## src/rtl/display_scan.sv

```systemverilog
// display_scan: time-multiplexed driver for an eight-digit seven-segment display.
// Scans d0..d7 onto one shared segment bus with one-hot active-low anodes,
// inserting BLANK dark cycles at the start of every DIV-cycle digit slot.
// Optional feature macro: DISPLAY_SNAPSHOT_EN (latch all digits at frame start).
module display_scan #(
    parameter int unsigned DIV   = 50000,
    parameter int unsigned BLANK = 8
) (
    input  logic       clock,
    input  logic       reset,
    input  logic [7:0] d0,
    input  logic [7:0] d1,
    input  logic [7:0] d2,
    input  logic [7:0] d3,
    input  logic [7:0] d4,
    input  logic [7:0] d5,
    input  logic [7:0] d6,
    input  logic [7:0] d7,
    input  logic       enable,
    output logic [7:0] an,
    output logic [7:0] seg,
    output logic       frame
);

    localparam logic [15:0] TICK_LAST = 16'(DIV - 1);

    logic [15:0] tick;
    logic [2:0]  idx;
    logic [7:0]  live_pat;
    logic [7:0]  pattern;
    logic        frame_start;
    logic        dark;

    assign frame_start = (idx == 3'd0) && (tick == 16'd0);

    // With BLANK=0 the dark phase vanishes entirely.
    if (BLANK == 0) begin : g_no_blank
        assign dark = 1'b0;
    end else begin : g_blank
        assign dark = (tick < 16'(BLANK));
    end

    // Select the live digit pattern addressed by the current slot.
    always_comb begin
        live_pat = 8'hFF;
        unique case (idx)
            3'd0: live_pat = d0;
            3'd1: live_pat = d1;
            3'd2: live_pat = d2;
            3'd3: live_pat = d3;
            3'd4: live_pat = d4;
            3'd5: live_pat = d5;
            3'd6: live_pat = d6;
            3'd7: live_pat = d7;
            default: live_pat = 8'hFF;
        endcase
    end

`ifdef DISPLAY_SNAPSHOT_EN
    logic [7:0] shadow [8];

    // Capture all digits once per frame so a frame never mixes old and new results.
    always_ff @(posedge clock or posedge reset) begin
        if (reset) begin
            for (int i = 0; i < 8; i++) shadow[i] <= 8'hFF;
        end else if (enable && frame_start) begin
            shadow[0] <= d0;
            shadow[1] <= d1;
            shadow[2] <= d2;
            shadow[3] <= d3;
            shadow[4] <= d4;
            shadow[5] <= d5;
            shadow[6] <= d6;
            shadow[7] <= d7;
        end
    end

    // On the capture edge itself the shadow is stale, so use the values being captured.
    always_comb begin
        pattern = shadow[idx];
        if (frame_start) pattern = live_pat;
    end
`else
    // No shadow: the segment bus follows the live inputs with one cycle of latency.
    always_comb begin
        pattern = live_pat;
    end
`endif

    // Slot counters and registered outputs, all derived from the pre-edge (idx, tick).
    always_ff @(posedge clock or posedge reset) begin
        if (reset) begin
            tick  <= 16'd0;
            idx   <= 3'd0;
            an    <= 8'hFF;
            seg   <= 8'hFF;
            frame <= 1'b0;
        end else if (!enable) begin
            tick  <= 16'd0;
            idx   <= 3'd0;
            an    <= 8'hFF;
            seg   <= 8'hFF;
            frame <= 1'b0;
        end else begin
            if (tick == TICK_LAST) begin
                tick <= 16'd0;
                idx  <= idx + 3'd1;
            end else begin
                tick <= tick + 16'd1;
            end
            if (dark) begin
                an  <= 8'hFF;
                seg <= 8'hFF;
            end else begin
                an  <= ~(8'h01 << idx);
                seg <= pattern;
            end
            frame <= frame_start;
        end
    end

endmodule

```

## config.mk

```make
export PLATFORM = sky130hd
export DESIGN_NAME = display_scan
export DESIGN_NICKNAME = d
export VERILOG_FILES = /design/src/rtl/display_scan.sv
export SDC_FILE = /design/constraint.sdc
export NUM_CORES = 1
export LEC_CHECK = 0
export ABC_AREA = 1
export CORE_ASPECT_RATIO = 1.4
export CORE_MARGIN = 2
export CORE_UTILIZATION = 25
export DETAILED_ROUTE_END_ITERATION = 8
export PLACE_DENSITY = 0.54
export SLEW_MARGIN = 10
export SYNTH_ARGS = -nofsm -noshare
export SYNTH_HDL_FRONTEND = slang
export SYNTH_SLANG_ARGS = --single-unit
export TNS_END_PERCENT = 20
```

## constraint.sdc

```tcl
create_clock -name clock -period 2 [get_ports clock]
set_clock_uncertainty 0.05 [all_clocks]
set_input_delay 0.4 -clock clock [delete_from_list [all_inputs] [get_ports clock]]
set_output_delay 0.4 -clock clock [all_outputs]
set_load 0.1 [all_outputs]
```

==> flow_summary_export.csv <==
group,metric,value,unit
layout,nFillCells,869,
cts,clkSlewWorstSetupHoldPaths,0.06,ns
sta,tightestPinTransition,0.4658,ns
detailed_routing,first_pass_iters,4,
synthesis,yosys.area.top_type,"dfrtp_1",
sta,finalSetupViolCount,0,
floorplan,start_util,25.63,%
layout,drive_gt1_share,16.67,%
detailed_routing,drtIter0Drc,75,
power,ir_drop,0.0002841,V
floorplan,rows,40,
synthesis,syn_area,2193,um^2
cts,clk_path_buf_depth,2,
place,io_buffers,83,
floorplan,pin_count,84,
cts,worstSkewPairLatency,0.28,ns
layout,fin_cells,501,
sta,max_slew_margin,68.94,%
worst_setup_path,path_cells,"inv_1 -> ha_1 -> nand2_1 -> clkinv_1 -> nand2_1 -> nand4_1 -> nor2_1 -> nand3_1",
cts,cts_tree,"built",
worst_setup_path,startpoint,"idx[0]$_DFFE_PP0P_",
sta,finalCriticalPeriod,1.666,ns
run_status,outcome,"finished, final reports clean",
cts,cts.sink_count,36,
synthesis,synthCells,305,
synthesis,syn-mean-instance-area,7.191,um^2
sta,hold_viol,0,
floorplan,die_w,83.16,um
cts,cts_setup_buffers,0,
global_route,grt_pass1_vias,2283,
global_route,antenna_found_initial,0,
floorplan,die_h,114.8,um
synthesis,synth_seq_cells,36,
worst_setup_path,crit_path_frequent_cell,"nand2_1",
layout,register_area,920.9,um^2
layout,antenna_cells,0,
layout,layout.nets,470,
place,gp_congestion,0.8155,
worst_hold_path,min_path_type,"register to register",
sta,fmax,600.2,MHz
cts,cts-hold-fix-buffers,0,
global_route,grt_overflow_total,0,
worst_setup_path,worstPathMaxFanout,9,
worst_setup_path,crit_type,"register to register",
power,p_per_area,514.8,nW/um^2
global_route,grt_max_degree,37,
synthesis,synth.top_cell.area_share,22.82,%
detailed_routing,ant_nets,0,
layout,mostFrequentLayoutCells,"110 x nand2_1, 66 x clkdlybuf4s50_1, 48 x nor2_1",
worst_setup_path,slowest_delay,0.38,ns
floorplan,core,8558,um^2
sta,rsz0062_at_grt,"false",
sta,fin_setup_tns,0,ns
layout,syn_to_final_growth,58.76,%
worst_setup_path,start_kind,"register",
detailed_routing,vias,2251,
worst_setup_path,cp_slowest_cell,"dfrtp_1",
layout,layout_commonest_cell,"nand2_1",
worst_setup_path,worstPathRequired,2.15,ns
synthesis,syn-num-nets,380,
job,drv_cap,0,
worst_setup_path,r2r_start,"idx[0]$_DFFE_PP0P_",
synthesis,yosysSeqAreaShare,41.99,%
cts,cts_buffers,5,
synthesis,synthDistinctLibCells,24,
place,dp_cells,493,
layout,fin_area,3482,um^2
worst_setup_path,path_buf_inv,2,
synthesis,netlist_top_cells_area,"dfrtp_1 23%, dfstp_2 19%, nand2_1 19%, nor2_1 8.2%, nand3_1 5.5%",
place,dpl_worst_slack,0.2522,ns
global_route,grt_usage,13.78,%
place,dp.final_hpwl,5.111,mm
detailed_routing,viasPerCell,4.493,
power,p_leak,1.494,nW
floorplan,die_area,9549,um^2
detailed_routing,drc,0,
sta,finalCritPeriodShare,83.31,%
sta,setup_ws,0.3339,ns
cts,htreeDepth,2,
synthesis,yosysWarningCount,0,
cts,cts_root_buf,"clkbuf_16",
worst_setup_path,end_kind,"register",
global_route,grt_pass1_wl,10.24,mm
sta,whs,0.4468,ns
cts,cts.repair.resized,0,
layout,multi_input_area,1149,um^2
sta,slew_viol_final,0,
worst_hold_path,hp-start,"tick[0]$_DFF_PP0_",
worst_setup_path,cp.arrival,1.82,ns
detailed_routing,totalWireLength,6.403,mm
detailed_routing,wl_per_cell,12.78,um
worst_setup_path,cp_top_family,"simple AND/OR/NAND/NOR gates",
place,dpl_cell_area,3321,um^2
## synthesized netlist by cell type (all sizes together)
cell type / number
clkbuf: 3
xnor2: 1
o21ai: 5
nand4: 11
nand2: 114
dfstp: 16
clkinv: 2
nor2: 58
dfrtp: 20
nand3: 28
inv: 25
nor3: 5
buf: 1
a21oi: 4
ha: 8
xor2: 3
o21bai: 1
## logic make-up after synthesis
| kind of cell | synth area share (%) |
|---|---|
| buf+inv | 5.648 |
| simple gates | 43.30 |
| fa+ha+maj | 4.564 |
| compound gates | 2.909 |
| xor+xnor | 1.598 |
| flops | 41.99 |
## report_power, final
part / internal [mW] / leakage (nW) / total [mW] / switching, mW
logic: 0.128 / 0.968 / 0.201 / 0.0731
registers: 0.738 / 0.444 / 0.744 / 0.00573
clock network: 0.536 / 0.0823 / 0.848 / 0.312
total: 1.40 / 1.49 / 1.79 / 0.391
## metrics by stage
step           util [%]  power [mW]
2_1_floorplan         -      0.8096
3_3_place_gp      38.80      0.9586
3_5_place_dp      38.80      0.9599
4_1_cts           40.69       1.820
5_1_grt           40.69       1.861
6_report          40.69       1.793
## metal layers
metal  vias to the layer above  global-route usage (%)  share of wire [%]
li1                       1136                       -                  -
met1                       996                   13.22                 38
met2                       105                   26.51                 52
met3                        14                   5.097                8.4
met4                         0                   5.464                2.2
met5                         -                       0                  0
## flip-flops by register name, summed over array words and instances (netlist names)
| signal | flops |
|---|---|
| seg | 8 |
| idx | 3 |
| frame | 1 |
| tick | 16 |
| an | 8 |
## layout make-up
| type | instances | area share (%) |
|---|---|---|
| Clock inverter | 2 | 0.3234 |
| Sequential cell | 36 | 26.45 |
| Multi-Input combinational cell | 238 | 32.99 |
| Tap cell | 105 | 3.773 |
| Timing Repair Buffer | 87 | 29.25 |
| Clock buffer | 6 | 4.312 |
| Inverter | 27 | 2.911 |
## worst paths after layout
path | cells after the start | slack [ns] | end
worst max-delay path | 8 | 0.33 | seg[7]$_DFF_PP1_
worst min-delay path | 1 | 0.45 | tick[0]$_DFF_PP0_
worst max register to register | 8 | 0.33 | seg[7]$_DFF_PP1_
worst min register to register | 1 | 0.45 | tick[0]$_DFF_PP0_
max in group asynchronous | 3 | 1.07 | an[0]$_DFF_PP1_
min in group asynchronous | 3 | 0.47 | tick[11]$_DFF_PP0_
Power figures use the tool's default switching activity.
